==> config.mk <==
export PLATFORM = sky130hd
export DESIGN_NAME = cpu_control_fsm_flat
export DESIGN_NICKNAME = d
export VERILOG_FILES = /design/src/rtl/cpu_control_fsm_if.sv /design/src/rtl/cpu_control_fsm.sv /design/src/flat_wrapper.sv
export SDC_FILE = /design/constraint.sdc
export NUM_CORES = 1
export LEC_CHECK = 0
export CAP_MARGIN = 5
export CORE_ASPECT_RATIO = 1.2
export CORE_MARGIN = 2
export CORE_UTILIZATION = 37
export DETAILED_ROUTE_END_ITERATION = 8
export PLACE_DENSITY = 0.74
export SYNTH_ARGS = -nofsm -noshare
export SYNTH_HDL_FRONTEND = slang
export SYNTH_SLANG_ARGS = --single-unit
==> constraint.sdc <==
create_clock -name clk -period 2.17 [get_ports clk]
set_clock_uncertainty 0.1 [all_clocks]
set_input_delay 0.3255 -clock clk [delete_from_list [all_inputs] [get_ports clk]]
set_output_delay 0.3255 -clock clk [all_outputs]
set_load 0.02 [all_outputs]
==> src/rtl/cpu_control_fsm_if.sv <==
// Memory and decoder bus between the control FSM and the outside world.
// The master is the control FSM. The slave is the memory plus decoder side.
interface cpu_control_fsm_if;
  // Memory port
  logic [31:0] mem_rdata;
  logic        mem_ready;
  logic        mem_req;
  logic        mem_we;
  logic [23:0] mem_addr;
  // Decoder port
  logic [31:0] code;
  logic        en_de;
  logic [5:0]  opcode_cpu;
  logic [1:0]  func_cpu;
  logic [23:0] addr_cpu;

  modport master (
    output mem_req, mem_we, mem_addr, code, en_de,
    input  mem_rdata, mem_ready, opcode_cpu, func_cpu, addr_cpu
  );

  modport slave (
    input  mem_req, mem_we, mem_addr, code, en_de,
    output mem_rdata, mem_ready, opcode_cpu, func_cpu, addr_cpu
  );
endinterface

==> src/rtl/cpu_control_fsm.sv <==
// Multi-cycle fetch/decode/execute sequencer.
// It owns the PC and the instruction register. It fetches over a ready-handshake
// memory port and issues one-cycle strobes to the decoder, ALU, register file and memory.
module cpu_control_fsm #(
  parameter logic [23:0] PC_RESET = 24'h000000,
  parameter logic [5:0]  HALT_OP  = 6'h3F
) (
  input  logic                     clk,
  input  logic                     rst,
  input  logic                     start,
  input  logic                     zero_flag,
  cpu_control_fsm_if.master        bus,
  output logic                     alu_en,
  output logic [1:0]               func_q,
  output logic [23:0]              addr_q,
  output logic                     reg_we,
  output logic [23:0]              pc,
  output logic                     illegal,
  output logic                     halted,
  output logic [2:0]               state_o
);

  localparam logic [5:0] OpAlu   = 6'h00;
  localparam logic [5:0] OpLoad  = 6'h01;
  localparam logic [5:0] OpStore = 6'h02;
  localparam logic [5:0] OpJmp   = 6'h03;
  localparam logic [5:0] OpBeqz  = 6'h04;

  typedef enum logic [2:0] {
    StIdle   = 3'd0,
    StFetch  = 3'd1,
    StDecode = 3'd2,
    StExec   = 3'd3,
    StMem    = 3'd4,
    StWb     = 3'd5,
    StHalt   = 3'd6
  } state_e;

  state_e      state_q, state_d;
  logic [23:0] pc_q, pc_d;
  logic [31:0] code_q, code_d;
  logic [5:0]  op_q, op_d;
  logic [1:0]  func_d;
  logic [23:0] addr_d;
  logic        illegal_q, illegal_d;
  logic        is_halt;

  // HALT_OP is a parameter, so it takes priority over the fixed opcodes.
  assign is_halt = (op_q == HALT_OP);

  // State and datapath registers, synchronous reset
  always_ff @(posedge clk) begin
    if (rst) begin
      state_q   <= StIdle;
      pc_q      <= PC_RESET;
      code_q    <= 32'h0;
      op_q      <= 6'h0;
      func_q    <= 2'h0;
      addr_q    <= 24'h0;
      illegal_q <= 1'b0;
    end else begin
      state_q   <= state_d;
      pc_q      <= pc_d;
      code_q    <= code_d;
      op_q      <= op_d;
      func_q    <= func_d;
      addr_q    <= addr_d;
      illegal_q <= illegal_d;
    end
  end

  // Next-state and register update logic
  always_comb begin
    state_d   = state_q;
    pc_d      = pc_q;
    code_d    = code_q;
    op_d      = op_q;
    func_d    = func_q;
    addr_d    = addr_q;
    illegal_d = 1'b0;
    unique case (state_q)
      StIdle: begin
        if (start) state_d = StFetch;
      end
      StFetch: begin
        if (bus.mem_ready) begin
          code_d  = bus.mem_rdata;
          pc_d    = pc_q + 24'd1;
          state_d = StDecode;
        end
      end
      StDecode: begin
        // The decoder is combinational from code_q, so its fields are valid now.
        op_d    = bus.opcode_cpu;
        func_d  = bus.func_cpu;
        addr_d  = bus.addr_cpu;
        state_d = StExec;
      end
      StExec: begin
        if (is_halt) begin
          state_d = StHalt;
        end else begin
          case (op_q)
            OpAlu:          state_d = StWb;
            OpLoad, OpStore: state_d = StMem;
            OpJmp: begin
              pc_d    = addr_q;
              state_d = StFetch;
            end
            OpBeqz: begin
              if (zero_flag) pc_d = addr_q;
              state_d = StFetch;
            end
            default: begin
              // Unknown opcode: flag it and treat it as a NOP.
              illegal_d = 1'b1;
              state_d   = StFetch;
            end
          endcase
        end
      end
      StMem: begin
        if (bus.mem_ready) state_d = (op_q == OpStore) ? StFetch : StWb;
      end
      StWb:    state_d = StFetch;
      StHalt:  state_d = StHalt;
      default: state_d = StIdle;
    endcase
  end

  // Moore outputs decoded from the registered state
  always_comb begin
    bus.mem_req  = 1'b0;
    bus.mem_we   = 1'b0;
    bus.mem_addr = 24'h0;
    bus.en_de    = 1'b0;
    alu_en       = 1'b0;
    reg_we       = 1'b0;
    halted       = 1'b0;
    unique case (state_q)
      StFetch: begin
        bus.mem_req  = 1'b1;
        bus.mem_addr = pc_q;
      end
      StDecode: bus.en_de = 1'b1;
      StExec:   alu_en = !is_halt && (op_q == OpAlu);
      StMem: begin
        bus.mem_req  = 1'b1;
        bus.mem_we   = (op_q == OpStore);
        bus.mem_addr = addr_q;
      end
      StWb:    reg_we = 1'b1;
      StHalt:  halted = 1'b1;
      default: ;
    endcase
  end

  assign bus.code = code_q;
  assign pc       = pc_q;
  assign illegal  = illegal_q;
  assign state_o  = state_q;

endmodule

==> src/flat_wrapper.sv <==
// flat-port wrapper written by rule: the top's interface ports become plain ports
module cpu_control_fsm_flat 
#(
  parameter logic [23:0] PC_RESET = 24'h000000,
  parameter logic [5:0]  HALT_OP  = 6'h3F
)
  (clk, rst, start, zero_flag, alu_en, func_q, addr_q, reg_we, pc, illegal, halted, state_o, bus_mem_req, bus_mem_we, bus_mem_addr, bus_code, bus_en_de, bus_mem_rdata, bus_mem_ready, bus_opcode_cpu, bus_func_cpu, bus_addr_cpu);
  cpu_control_fsm_if bus_i ();
  input  logic clk;
  input  logic rst;
  input  logic start;
  input  logic zero_flag;
  output logic alu_en;
  output logic [1:0] func_q;
  output logic [23:0] addr_q;
  output logic reg_we;
  output logic [23:0] pc;
  output logic illegal;
  output logic halted;
  output logic [2:0] state_o;
  output wire logic [$bits(bus_i.mem_req)-1:0] bus_mem_req;
  output wire logic [$bits(bus_i.mem_we)-1:0] bus_mem_we;
  output wire logic [$bits(bus_i.mem_addr)-1:0] bus_mem_addr;
  output wire logic [$bits(bus_i.code)-1:0] bus_code;
  output wire logic [$bits(bus_i.en_de)-1:0] bus_en_de;
  input wire logic [$bits(bus_i.mem_rdata)-1:0] bus_mem_rdata;
  input wire logic [$bits(bus_i.mem_ready)-1:0] bus_mem_ready;
  input wire logic [$bits(bus_i.opcode_cpu)-1:0] bus_opcode_cpu;
  input wire logic [$bits(bus_i.func_cpu)-1:0] bus_func_cpu;
  input wire logic [$bits(bus_i.addr_cpu)-1:0] bus_addr_cpu;
  assign bus_mem_req = bus_i.mem_req;
  assign bus_mem_we = bus_i.mem_we;
  assign bus_mem_addr = bus_i.mem_addr;
  assign bus_code = bus_i.code;
  assign bus_en_de = bus_i.en_de;
  assign bus_i.mem_rdata = bus_mem_rdata;
  assign bus_i.mem_ready = bus_mem_ready;
  assign bus_i.opcode_cpu = bus_opcode_cpu;
  assign bus_i.func_cpu = bus_func_cpu;
  assign bus_i.addr_cpu = bus_addr_cpu;
  cpu_control_fsm #(.PC_RESET(PC_RESET), .HALT_OP(HALT_OP)) u_core (.clk(clk), .rst(rst), .start(start), .zero_flag(zero_flag), .bus(bus_i), .alu_en(alu_en), .func_q(func_q), .addr_q(addr_q), .reg_we(reg_we), .pc(pc), .illegal(illegal), .halted(halted), .state_o(state_o));
endmodule
**After elaboration in Yosys (flattened, before gate mapping)**

Index checks and enable logic that the tools add are counted.

- Bits in registers: 92
- Logic and storage cells: 58

- $add $sub $neg: 1
- Equal/unequal tests: 17
- Muxes and demuxes: 20
- Bitwise logic cells: 1
- Reductions and logical operators: 12

Operators by type and width:

| cell | count |
|---|---|
| $pmux 24 s2 | 3 |
| $mux 24 | 3 |
| $add 24x1->24 const B | 1 |
| $pmux 3 s7 | 1 |
| $mux 3 | 5 |
| $eq 6x2->1 const B | 2 |
| $eq 3x3->1 const B | 3 |
| $ne 2x2->1 const B | 4 |
| $mux 1 | 7 |
| $eq 3x2->1 const B | 2 |
| $eq 6x1->1 const B | 1 |
| $eq 6x3->1 const B | 1 |
| $eq 6x6->1 const B | 1 |
| $logic_not 6->1 | 1 |
| $ne 3x3->1 const B | 2 |
| $pmux 3 s2 | 1 |
| $reduce_and 5->1 | 1 |
| $reduce_or 5->1 | 1 |
| $reduce_or 2->1 | 2 |
| $eq 3x1->1 const B | 1 |
| $logic_not 3->1 | 1 |
| $reduce_and 3->1 | 1 |
| $reduce_or 3->1 | 1 |
| $reduce_and 2->1 | 1 |
| other kinds (4) | 4 |

**Longest topological paths before layout**

- Depth in word-level cells: 5
- Depth in mapped cells: 8

**Worst setup path after synthesis**

No wires, ideal clock.

- Kind: reg2reg
- Start point: register u_core.pc_q[0], in the netlist u_core.pc[0]
- End point: register u_core.pc_q[22], in the netlist u_core.pc[22]
- Arrival: 2022 ps
- Setup slack: -88 ps
- Cell stages (with the launch flop): 7
- Path through: dfxtp_1 ha_1 nand3_2 or4_4 or4_1 o21ai_2 a221oi_2

- Word-level cells in the longest chain between the ends: 3

RTL lines:

| element | line | RTL |
|---|---|---|
| from (decl) | cpu_control_fsm.sv:40 | `logic [23:0] pc_q, pc_d;` |
| from (signal assigned) | cpu_control_fsm.sv:63 | `pc_q <= pc_d;` |
| $add 24x1->24 | cpu_control_fsm.sv:88 | `pc_d = pc_q + 24'd1;` |
| $mux 24 | cpu_control_fsm.sv:86 | `if (bus.mem_ready) begin` |
| $pmux 24 s2 | cpu_control_fsm.sv:81 | `unique case (state_q)` |

No other way between the ends. The select of a mux whose other input is x is not followed.
A chain may end at the register's enable or synchronous reset.

**Final worst setup path**

- Start point: register u_core.state_q[2], in the netlist u_core.state_o[2]
- End point: output bus_mem_addr[1]

- Word-level cells in the longest chain between the ends: 2

RTL lines:

| element | line | RTL |
|---|---|---|
| from (decl) | cpu_control_fsm.sv:39 | `state_e state_q, state_d;` |
| from (signal assigned) | cpu_control_fsm.sv:54 | `state_q <= StIdle;` |
| from (signal assigned) | cpu_control_fsm.sv:62 | `state_q <= state_d;` |
| $eq 3x3->1 / $eq 3x1->1 (equally long branches) | cpu_control_fsm.sv:140 | `unique case (state_q)` |
| $pmux 24 s2 * | cpu_control_fsm.sv:140 |  |
| to (decl) | flat_wrapper.sv:23 | `output wire logic [$bits(bus_i.mem_addr)-1:0] bus_mem_addr;` |

Every way passes the cells marked *; elsewhere a longest branch is shown, timed or not.

==> metrics.md <==
| Metric | Value |
|---|---|
| Height of the die | 122.6 µm |
| Total GRT Usage | 0.2356 |
| Startpoint types | flop |
| Worst skew pair latency | 340 ps |
| Clock root buffer | clkbuf_16 |
| Final HPWL from detailed placement | 10,190 µm |
| CP required | 1740 ps |
| Synthesized instance count | approximately 560 |
| CTS H-tree lvls | 3 |
| Min-Delay Startpoint | rst |
| Port bufs | 184 |
| Max stage delay on crit path | 340 ps |
| Distinct cell type count after synthesis | 56 |
| Worst VDD drop | between 300 and 400 µV |
| Net switching power | 1.069 mW |
| Pre-CTS WS | -18.44 ps |
| DR vias/cell | 5.299 |
| CP max-delay cell | dfxtp_1 |
| Sequential share of the synthesized area | 0.4249 |
| Final Non-Filler Cells | 911 |
| Mean Syn Cell Area | about 7.7 µm² |
| Vias in the first global route | 4,723 |
| Chip width | between 100 and 150 µm |
| Setup violators final | 0 |
| Worst-margin pin slew | 448.3 ps |
| Final ANT Viol Nets | 0 |
| Slew headroom | 0.7011 |
| Worst Path Class, Setup | reg2out |
| Int Power | 3.117 mW |
| Syn-to-layout area delta | 57.22% |
| Switching Fraction | 0.2553 |
| CORE AREA | 11,510 µm² |
| Leakage | 2.351 nW |
| Number of detailed-route iterations in the first pass | 5 |
| Final Hold Fails | 0 |
| Worst Hold Class | in2reg |
| Hold Crit Depth | 2 |
| CTS Buf Count | 9 |
| Via count | 4,827 |
| CTS tree | yes |
| Average wire per standard cell | 15.99 µm |
| Placed Instances | between 800 and 900 |
| Gp weighted congestion | 0.8226 |
| Clock buffer depth | 2 |
| Share of layout cells above drive strength 1 | 0.1419 |
| Initial DRC Count | between 200 and 250 |
| Fin. max-slew vios | 0 |
| Cells along the critical path | nor2b_2 > nor2b_4 > buf_6 > a22o_1 > clkdlybuf4s15_2 |
| Seq pwr share | 0.432 |
| Clk slew on worst S/H paths | 60 ps |
| Post-Route WL | 14,570 µm |
| Tcrit/Tclk final | 0.9640 |
| Synthesized Nets | ~630 |
| GRT Residual Overflow | 0 |
| R2R depth | 6 |
| Clk pwr share | 0.409 |
| Residual DRC | 0 |
| Setup slack after layout | 78.05 ps |
| Power, Total | 4.186 mW |
| Critical Path AT | around 1700 ps |
| FP Rows | 43 |
| Die area | about 13,000 µm² |
| Combinational Power Share | 0.159 |
| Ant. Diodes | 0 |
| Post-synthesis instance area | around 4300 µm² |
| CP endpoint kind | output port |
| Largest net degree at the start of global routing | 44 |
| CP Max Fanout | 8 |
| Initial antenna violation count | 0 |
| Fmax | between 0.4 and 0.5 GHz |
| Max_cap viols | 0 |
| First-pass GRT wire length | 23,400 µm |
| Reg2reg setup slack | 120 ps |
| Ys Warns | 0 |
| Status | complete, no violations |
| Clk sinks | 92 |
| Starting density of the core | 0.3764 |
| Fillers | around 1,000 |
| Hold EP | u_core.addr_q[13]$_SDFFE_PP0P_ |
| Synth Register Bits | 92 |
| Worst R2R End | u_core.pc[22]$_SDFFE_PP0P_ |
| IO Count | 185 |
| Reg-to-reg startpoint | u_core.pc[0]$_SDFFE_PP0P_ |
| Pwr dens | 614.3 nW/µm² |
| NumNets Final | around 820 |
| Minimum clock period | 2092 ps |
worst max-delay path, delay by kind of cell, from the launching register on:
kind	cells	cell delay, ps
DFF	1	340
and+or+nand+nor	2	410
buffers and inverters	2	430
AOI/OAI and AO/OA	1	130
area by class of cell:
class,instances,area (µm²),share of cell area
Clock inverter,5,85.08,0.01249
Tap cell,157,196.4,0.02883
Multi-Input combinational cell,418,2251,0.3303
Inverter,5,18.77,0.002754
Sequential cell,92,1847,0.2710
Clock buffer,11,242.7,0.03562
Timing Repair Buffer,223,2173,0.3189
placed cells by master, fill, tap and decap left out, types with 4 or more instances in the layout:
master	Yosys	layout
dfxtp_2	0	4
o21ai_0	26	25
nand4_1	7	7
a22o_1	25	24
nand2_1	148	148
nor2_1	21	19
nand3_1	11	11
dfxtp_1	92	88
nor3_1	9	8
buf_4	3	34
a211oi_1	10	10
clkdlybuf4s50_1	0	155
a21oi_1	92	92
clkdlybuf4s15_2	0	20
o22ai_1	6	6
or3_1	4	4
inv_1	5	5
clkbuf_16	0	9
nand2b_1	7	7
kinds of logic (layout without fill, tap and decap cells):
logic type | Yosys count | in the layout | synth area share
compound gates | 182 | 182 | 0.2587
xor+xnor | 1 | 1 | 0.002021
fa+ha+maj | 1 | 1 | 0.002886
buf+inv | 54 | 244 | 0.06207
flops | 92 | 92 | 0.4249
mux | 2 | 2 | 0.004619
simple gates | 232 | 232 | 0.2448
registers in the layout (all words and copies together) (netlist names):
signal and count:
u_core.op_q 6, u_core.bus.code 32, u_core.state_o 3, u_core.func_q 2
u_core.pc 24, u_core.addr_q 24, u_core.illegal 1
Yosys cell counts, drive strengths merged:
master	count	area (µm²)
nand2	149	561.8
a21oi	92	460.4
dfxtp	92	1842
clkbuf	32	123.9
o21ai	28	143.9
a22o	26	229.0
nor2	21	78.83
buf	16	117.6
nand3	12	65.06
a211oi	10	75.07
nor3	10	55.05
nand4	8	65.06
nand2b	7	43.79
o22ai	6	37.54
inv	5	18.77
nor2b	4	25.02
or3	4	25.02
a31o	3	26.28
nor4	3	25.02
o32ai	3	26.28
or4	3	30.03
a21o	2	15.01
a22oi	2	20.02
a311oi	2	17.52
a31oi	2	12.51
and3b	2	17.52
and4	2	17.52
mux2i	2	20.02
nand3b	2	15.01
o31ai	2	15.01
a2111oi	1	8.760
a221oi	1	15.01
a2bb2oi	1	8.760
a32o	1	10.01
and2	1	6.260
and3	1	6.260
dlygate4sd1	1	8.760
ha	1	12.51
nor3b	1	7.510
nor4bb	1	10.01
or2	1	6.260
xor2	1	8.760
through the flow:
step | util | instance area, µm² | hold slack (ps) | setup TNS, ps
after global routing | 0.5918 | 6814 | 352.9 | -4.213
final | 0.5918 | 6814 | 323.2 | 0
after CTS | 0.5915 | 6810 | 321.9 | -23.00
after global placement | 0.5603 | 6451 | 342.0 | -27.46
after floorplan | - | 4343 | 361.5 | 0
after detailed placement | 0.5603 | 6451 | 347.5 | -46.79
worst max-delay path by stage:
stage                     slack [ps]  cells past startpoint                         end                           start
after global routing              -4                      4                      alu_en     u_core.op_q[5]$_SDFFE_PP0P_
after detailed placement         -20                      7  u_core.pc[12]$_SDFFE_PP0P_                       zero_flag
after CTS                        -20                      6                  bus_mem_we  u_core.state_o[0]$_SDFFE_PP0P_
after global placement           -30                      7  u_core.pc[12]$_SDFFE_PP0P_                       zero_flag
final                             80                      5             bus_mem_addr[1]  u_core.state_o[2]$_SDFFE_PP0P_
after floorplan                   10                      6                  bus_mem_we  u_core.state_o[2]$_SDFFE_PP0P_
power groups by stage:
| stage | Combinational, mW | Clock (mW) | Sequential, mW |
|---|---|---|---|
| 2_1_floorplan | 0.253 | 0 | 1.90 |
| 3_3_place_gp | 0.656 | 0 | 1.84 |
| 3_5_place_dp | 0.665 | 0 | 1.84 |
| 4_1_cts | 0.667 | 1.74 | 1.81 |
| 5_1_grt | 0.724 | 1.81 | 1.82 |
| 6_report | 0.667 | 1.71 | 1.81 |
what timing repair did:
action / CTS / global route
cloned: 0 / 1
hold buffers: 0 / 0
gates resized for setup: 82 / 16
setup buffers: 0 / 1
endpoints found under the hold margin: 0 / 0
setup endpoints to repair: 28 / 31
pin swaps: 0 / 0
per-layer routing:
layer  global-route usage  up-vias  share of wire  wire length (µm)
li1                     -     2352              -                 -
met1               0.2818     2248           0.40              5757
met2               0.3958      205           0.50              7280
met3              0.07118       22          0.085              1234
met4              0.08882        0          0.020               292
met5                    0        -              0                 0
Power figures use the tool's default switching activity.
